--- config.mk ---
export PLATFORM = sky130hd
export DESIGN_NAME = conv2d_layer_sequencer
export DESIGN_NICKNAME = d
export VERILOG_FILES = /design/src/rtl/conv2d_seq_pkg.sv /design/src/rtl/conv2d_base_regfile.sv /design/src/rtl/conv2d_layer_sequencer.sv
export SDC_FILE = /design/constraint.sdc
export NUM_CORES = 1
export LEC_CHECK = 0
export ABC_AREA = 1
export CORE_ASPECT_RATIO = 1.5
export CORE_MARGIN = 2
export CORE_UTILIZATION = 51
export DETAILED_ROUTE_END_ITERATION = 7
export PLACE_DENSITY = 0.79
export SLEW_MARGIN = 5
export SYNTH_ARGS = -nofsm -noshare
export SYNTH_HDL_FRONTEND = slang
export SYNTH_SLANG_ARGS = --single-unit
--- constraint.sdc ---
create_clock -name clk -period 5.2 [get_ports clk]
set_input_delay 0.52 -clock clk [delete_from_list [all_inputs] [get_ports clk]]
set_output_delay 0.52 -clock clk [all_outputs]
set_load 0.01 [all_outputs]
--- src/rtl/conv2d_seq_pkg.sv ---
// Shared types and constants for the conv2d layer sequencer.
// Latency: n/a (declarations only).
// Backpressure: n/a.
package conv2d_seq_pkg;

    // Sequencer states: IDLE waits for start, LAUNCH pulses the engine,
    // RUN waits for the engine, NEXT advances the layer, FINISH signals done.
    typedef enum logic [2:0] {
        ST_IDLE   = 3'd0,
        ST_LAUNCH = 3'd1,
        ST_RUN    = 3'd2,
        ST_NEXT   = 3'd3,
        ST_FINISH = 3'd4
    } seq_state_t;

    // Descriptor field codes used by cfg_field
    localparam logic [1:0] FLD_INPUT  = 2'd0;
    localparam logic [1:0] FLD_WEIGHT = 2'd1;
    localparam logic [1:0] FLD_BIAS   = 2'd2;
    localparam logic [1:0] FLD_OUTPUT = 2'd3;

    // Default RUN-cycle budget per layer before the engine is declared hung
    localparam int DEFAULT_TIMEOUT = 65535;

endpackage

--- src/rtl/conv2d_base_regfile.sv ---
// Per-layer base-address descriptor table (MAX_LAYERS x 4 bases).
// Latency: write visible the cycle after the write edge; read is combinational.
// Backpressure: none; out-of-range layer writes are dropped.
// Ports: clk/rst (sync active-high); we/wr_layer/wr_field/wdata write port;
//        rd_layer selects the layer whose four bases drive *_base outputs.
module conv2d_base_regfile
    import conv2d_seq_pkg::*;
#(
    parameter int ADDR_WIDTH = 16,
    parameter int MAX_LAYERS = 4,
    parameter int LAYER_W    = 2
) (
    input  logic                  clk,
    input  logic                  rst,
    input  logic                  we,
    input  logic [LAYER_W-1:0]    wr_layer,
    input  logic [1:0]            wr_field,
    input  logic [ADDR_WIDTH-1:0] wdata,
    input  logic [LAYER_W-1:0]    rd_layer,
    output logic [ADDR_WIDTH-1:0] input_base,
    output logic [ADDR_WIDTH-1:0] weight_base,
    output logic [ADDR_WIDTH-1:0] bias_base,
    output logic [ADDR_WIDTH-1:0] output_base
);

    logic [ADDR_WIDTH-1:0] bases [MAX_LAYERS][4];

    always_ff @(posedge clk) begin
        if (rst) begin
            for (int l = 0; l < MAX_LAYERS; l++) begin
                for (int f = 0; f < 4; f++) begin
                    bases[l][f] <= '0;
                end
            end
        end else if (we && (int'(wr_layer) < MAX_LAYERS)) begin
            bases[wr_layer][wr_field] <= wdata;
        end
    end

    assign input_base  = bases[rd_layer][FLD_INPUT];
    assign weight_base = bases[rd_layer][FLD_WEIGHT];
    assign bias_base   = bases[rd_layer][FLD_BIAS];
    assign output_base = bases[rd_layer][FLD_OUTPUT];

endmodule

--- src/rtl/conv2d_layer_sequencer.sv ---
// Runs a conv2d engine once per layer, relocating its four address streams
// by per-layer bases and measuring per-layer / total cycle counts.
// Latency: conv_start one cycle after an accepted start; 2-cycle gap between
//          a conv_done edge and the next layer's conv_start.
// Backpressure: start and cfg_we are ignored while busy; a hung engine is
//               aborted after TIMEOUT RUN cycles with sticky timeout_err.
// Ports: cfg_* descriptor write; start/num_layers launch; busy/done/
//        timeout_err/cur_layer status; conv_* engine side; mem_* relocated
//        addresses; layer_cycles(_valid)/total_cycles performance counters.
module conv2d_layer_sequencer
    import conv2d_seq_pkg::*;
#(
    parameter int ADDR_WIDTH = 16,
    parameter int MAX_LAYERS = 4,
    parameter int LAYER_W    = 2,
    parameter int CYC_WIDTH  = 32,
    parameter int TIMEOUT    = DEFAULT_TIMEOUT
) (
    input  logic                  clk,
    input  logic                  rst,
    input  logic                  cfg_we,
    input  logic [LAYER_W-1:0]    cfg_layer,
    input  logic [1:0]            cfg_field,
    input  logic [ADDR_WIDTH-1:0] cfg_wdata,
    input  logic                  start,
    input  logic [LAYER_W:0]      num_layers,
    output logic                  busy,
    output logic                  done,
    output logic                  timeout_err,
    output logic [LAYER_W-1:0]    cur_layer,
    output logic                  conv_start,
    input  logic                  conv_done,
    input  logic [ADDR_WIDTH-1:0] conv_input_addr,
    input  logic [ADDR_WIDTH-1:0] conv_weight_addr,
    input  logic [ADDR_WIDTH-1:0] conv_bias_addr,
    input  logic [ADDR_WIDTH-1:0] conv_output_addr,
    output logic [ADDR_WIDTH-1:0] mem_input_addr,
    output logic [ADDR_WIDTH-1:0] mem_weight_addr,
    output logic [ADDR_WIDTH-1:0] mem_bias_addr,
    output logic [ADDR_WIDTH-1:0] mem_output_addr,
    output logic [CYC_WIDTH-1:0]  layer_cycles,
    output logic                  layer_cycles_valid,
    output logic [CYC_WIDTH-1:0]  total_cycles
);

    localparam logic [CYC_WIDTH-1:0] CYC_MAX  = '1;
    localparam logic [CYC_WIDTH-1:0] TO_LIMIT = CYC_WIDTH'(TIMEOUT) + CYC_WIDTH'(1);
    localparam logic [LAYER_W:0]     MAX_EFF  = (LAYER_W + 1)'(MAX_LAYERS);

    seq_state_t            state;
    logic                  conv_done_q;
    logic [LAYER_W:0]      num_eff;
    logic [CYC_WIDTH-1:0]  layer_cnt;

    logic                  cfg_accept;
    logic                  done_edge;
    logic [CYC_WIDTH-1:0]  layer_cnt_inc;
    logic [CYC_WIDTH:0]    total_sum;
    logic [CYC_WIDTH-1:0]  total_next;
    logic [LAYER_W:0]      next_layer;
    logic [LAYER_W:0]      num_clamped;

    logic [ADDR_WIDTH-1:0] input_base;
    logic [ADDR_WIDTH-1:0] weight_base;
    logic [ADDR_WIDTH-1:0] bias_base;
    logic [ADDR_WIDTH-1:0] output_base;

    // Descriptors may only change while no sequence is using them
    assign cfg_accept = cfg_we && (state == ST_IDLE);

    // Only a rising edge ends a layer, so a done level left over from the
    // previous layer cannot terminate the next one early.
    assign done_edge = conv_done && !conv_done_q;

    // Saturating counter arithmetic
    assign layer_cnt_inc = (layer_cnt == CYC_MAX) ? layer_cnt : layer_cnt + CYC_WIDTH'(1);
    assign total_sum     = {1'b0, total_cycles} + {1'b0, layer_cnt_inc};
    assign total_next    = total_sum[CYC_WIDTH] ? CYC_MAX : total_sum[CYC_WIDTH-1:0];

    assign next_layer  = {1'b0, cur_layer} + (LAYER_W + 1)'(1);
    assign num_clamped = (num_layers > MAX_EFF) ? MAX_EFF : num_layers;

    conv2d_base_regfile #(
        .ADDR_WIDTH (ADDR_WIDTH),
        .MAX_LAYERS (MAX_LAYERS),
        .LAYER_W    (LAYER_W)
    ) u_regfile (
        .clk         (clk),
        .rst         (rst),
        .we          (cfg_accept),
        .wr_layer    (cfg_layer),
        .wr_field    (cfg_field),
        .wdata       (cfg_wdata),
        .rd_layer    (cur_layer),
        .input_base  (input_base),
        .weight_base (weight_base),
        .bias_base   (bias_base),
        .output_base (output_base)
    );

    // Relocation wraps modulo 2^ADDR_WIDTH
    assign mem_input_addr  = conv_input_addr  + input_base;
    assign mem_weight_addr = conv_weight_addr + weight_base;
    assign mem_bias_addr   = conv_bias_addr   + bias_base;
    assign mem_output_addr = conv_output_addr + output_base;

    always_ff @(posedge clk) begin
        if (rst) begin
            state              <= ST_IDLE;
            conv_done_q        <= 1'b0;
            num_eff            <= '0;
            layer_cnt          <= '0;
            busy               <= 1'b0;
            done               <= 1'b0;
            timeout_err        <= 1'b0;
            cur_layer          <= '0;
            conv_start         <= 1'b0;
            layer_cycles       <= '0;
            layer_cycles_valid <= 1'b0;
            total_cycles       <= '0;
        end else begin
            conv_done_q        <= conv_done;
            conv_start         <= 1'b0;
            done               <= 1'b0;
            layer_cycles_valid <= 1'b0;

            case (state)
                ST_IDLE: begin
                    if (start) begin
                        timeout_err  <= 1'b0;
                        total_cycles <= '0;
                        cur_layer    <= '0;
                        num_eff      <= num_clamped;
                        busy         <= 1'b1;
                        if (num_layers == '0) begin
                            state <= ST_FINISH;
                            done  <= 1'b1;
                        end else begin
                            state      <= ST_LAUNCH;
                            conv_start <= 1'b1;
                        end
                    end
                end

                ST_LAUNCH: begin
                    // The LAUNCH cycle itself counts as the first layer cycle
                    layer_cnt <= CYC_WIDTH'(1);
                    state     <= ST_RUN;
                end

                ST_RUN: begin
                    layer_cnt <= layer_cnt_inc;
                    if (done_edge) begin
                        layer_cycles       <= layer_cnt_inc;
                        layer_cycles_valid <= 1'b1;
                        total_cycles       <= total_next;
                        state              <= ST_NEXT;
                    end else if (layer_cnt >= TO_LIMIT) begin
                        timeout_err <= 1'b1;
                        done        <= 1'b1;
                        state       <= ST_FINISH;
                    end
                end

                ST_NEXT: begin
                    if (next_layer < num_eff) begin
                        cur_layer  <= next_layer[LAYER_W-1:0];
                        conv_start <= 1'b1;
                        state      <= ST_LAUNCH;
                    end else begin
                        done  <= 1'b1;
                        state <= ST_FINISH;
                    end
                end

                ST_FINISH: begin
                    busy  <= 1'b0;
                    state <= ST_IDLE;
                end

                default: begin
                    busy  <= 1'b0;
                    state <= ST_IDLE;
                end
            endcase
        end
    end

endmodule

==> impl_metrics.ini <==
[finish]
syn2layout_area_growth_pct = 17.85
layout_common_cells = nand2_1 (672), nor2_1 (478), inv_1 (277), edfxtp_1 (256), clkdlybuf4s50_1 (225)
seqCellArea_sq_mm = 0.009933
fill_cells = 3564
finalNetCount = 3062
multi_input_area_sq_mm = 0.009729
fin_area_sq_mm = 0.02493
drive_above_1_share_pct = 4.122
mostFrequentLayoutCell = nand2_1
fin_cells = 3399

[drt]
ant_nets = 0
drc = 0
vias_per_cell = 5.558
firstDrtPassIters = 8
drt_iter0_drc = 1266
wire_per_inst_um = 18.47
wl_um = 62770
vias = 18890

[grt]
grt_pass1_wl_um = 96920
antenna_found_initial = 2
grt_overflow = 0
grt_pass1_vias = 18750
track_usage_pct = 28.85
grt_max_degree = 87

[die]
die_area_sq_mm = 0.04315
core-area_sq_mm = 0.04099
start_util_pct = 51.60
rows = 91
io_pins = 227
die_y_um = 253.4
die-width_um = 170.3

[place]
portBuffers = 226
hpwl_um = 46370
placed_area_sq_mm = 0.02378
placed_cells = 3337
routabilityCongestion = 1.036

[timing]
tightest_slew_ps = 1036
setup_viol = 0
slew_viol_final = 0
min_period_over_period_pct = 91.95
timing.hold.ws_ps = 473.5
fin_skew_ps = 13.71
post-route-min-period_ps = 4781
rsz0062_at_grt = false
fmax_mhz = 209.2
finalHoldViolCount = 0
slew_headroom_pct = 30.85
setup_tns_ps = 0

[setup_path]
cp_max_fo = 21
startpoint_type = flop
end_kind = primary output
criticalPathCategory = reg2out
crit_arrival_ps = 4260
crit_required_ps = 4680
worstRegToRegCells = 23

[pwr]
leakage_uw = 0.01116
p_per_area_mw_per_mm2 = 378.1
max-vdd-ir-drop_mv = 0.2517

[synthesis]
synth_cell_types = 40
netlist_area_sq_mm = 0.02115
synthCells = 2689
yosysTopAreaCellShare_pct = 36.34
synth-seq-area-share_pct = 46.94
synth_nets = 2887
yosysWarnings = 0
synth_area_leaders = edfxtp_1 (36%), nand2_1 (12%), dfxtp_1 (11%)
yosysTopAreaCell = edfxtp_1
avgSynthCellArea_sq_um = 7.866
ys_seq_elements = 368

[clocking]
cts_root_buf = clkbuf_16
clock-sinks = 368
postCtsSetupRepairBufs = 0
post_cts_resized = 0
tritoncts = yes
clk_latency_ps = 520
cts_max_level = 2
holdBufCountCts = 0
cts.path.max_buffers = 3
clk_pin_slew_ps = 60
cts_buffers = 36

[min_path]
hp-class = reg2reg
min_path_cells = 2

[run_status]
status = finished clean

[job]
cap_violations = 0
-- flip-flops by register name (all words and copies together) (netlist names), named ones only --
signal	flops
timeout_err	1
layer_cycles	32
num_eff	3
busy	1
conv_start	1
u_regfile.bases	256
done	1
layer_cycles_valid	1
conv_done_q	1
state	3
cur_layer	2
total_cycles	32
layer_cnt	32
-- critical path: stages, from the launching register on --
cell,delay (ps)
dfxtp_1,310
inv_1,570
o21ai_0,190
o22ai_1,180
ha_1,220
inv_1,60
fa_1,390
o21ai_0,520
a21oi_1,210
inv_1,110
nand2_1,60
nand2_1,100
nand2_1,60
nand2_1,70
xor2_1,140
clkdlybuf4s50_1,550
-- logic make-up (layout without fill, tap and decap cells) --
family	after synthesis	in the layout	share of synthesized area, %
AO/OA/AOI/OAI	380	380	9.843
adder cells (fa/ha/maj)	106	106	6.448
flip-flops	368	368	46.94
AND/OR/NAND/NOR	1351	1351	25.85
other	0	1	0
XOR/XNOR	92	92	3.810
buffers and inverters	392	590	7.104
-- per-layer routing --
metal	track usage (%)	part of all wire (%)	vias to the layer above
met5	0	0.018	-
met4	17.51	6.5	2
met3	3.470	5.8	215
met2	54.72	53	759
met1	29.94	35	8795
li1	-	-	9119
-- synthesized netlist by cell type --
master / n
or2_1: 1
xnor2_1: 40
o21ai_2: 1
o21ai_0: 160
o211a_1: 2
nand2_2: 23
a21oi_2: 1
nand3_1: 105
nor3_2: 1
ha_1: 101
a31oi_1: 8
nand3b_1: 2
or2_2: 2
a21oi_1: 118
nor2_1: 478
fa_1: 5
and2_1: 6
o31ai_1: 4
o22ai_1: 62
a21boi_0: 4
nor2_2: 7
xor2_1: 52
nand2_1: 672
nand3_2: 1
edfxtp_1: 256
buf_2: 13
o21bai_1: 4
a22oi_1: 1
buf_6: 2
nand4_1: 10
nor3_1: 37
a21o_1: 11
dfxtp_1: 112
a32oi_1: 4
nor3_4: 5
inv_2: 5
nand3_4: 1
buf_1: 21
inv_1: 279
clkbuf_1: 72
-- report_power, final --
part	internal, uW	switching [uW]
Combinational	1550	1940
Sequential	3250	68.7
Clock	1500	1120
Total	6300	3120
-- path summary, 6_finish.rpt --
kind                                    to  slack, ps                    startpoint
max                    mem_output_addr[12]        420                          flop
min           layer_cycles[5]$_SDFFE_PP0P_        470  layer_cycles[5]$_SDFFE_PP0P_
max reg2reg  total_cycles[31]$_SDFFE_PP0P_        960     layer_cnt[0]$_SDFFE_PP0P_
min reg2reg   layer_cycles[5]$_SDFFE_PP0P_        470  layer_cycles[5]$_SDFFE_PP0P_
-- layout make-up --
cell class / instances / share of cell area, %
tap: 511 / 2.565
multi-input combinational: 1929 / 39.03
timing repair buffer: 245 / 9.677
clock inverter: 14 / 0.7730
antenna: 1 / 0.01004
clock buffer: 47 / 3.820
inverter: 284 / 4.276
sequential: 368 / 39.85
-- stage by stage --
| step | power (uW) | setup slack (ps) | utilization [%] |
|---|---|---|---|
| final | 9424 | 418.9 | 60.82 |
| after global routing | 9878 | 94.07 | 60.82 |
| after CTS | 9443 | 416.9 | 60.81 |
| after detailed placement | 6855 | 992.0 | 58.02 |
| after global placement | 6745 | 1043 | 58.02 |
| after floorplan | 5366 | 1873 | - |
No activity file was read; power rests on OpenSTA's default activity.
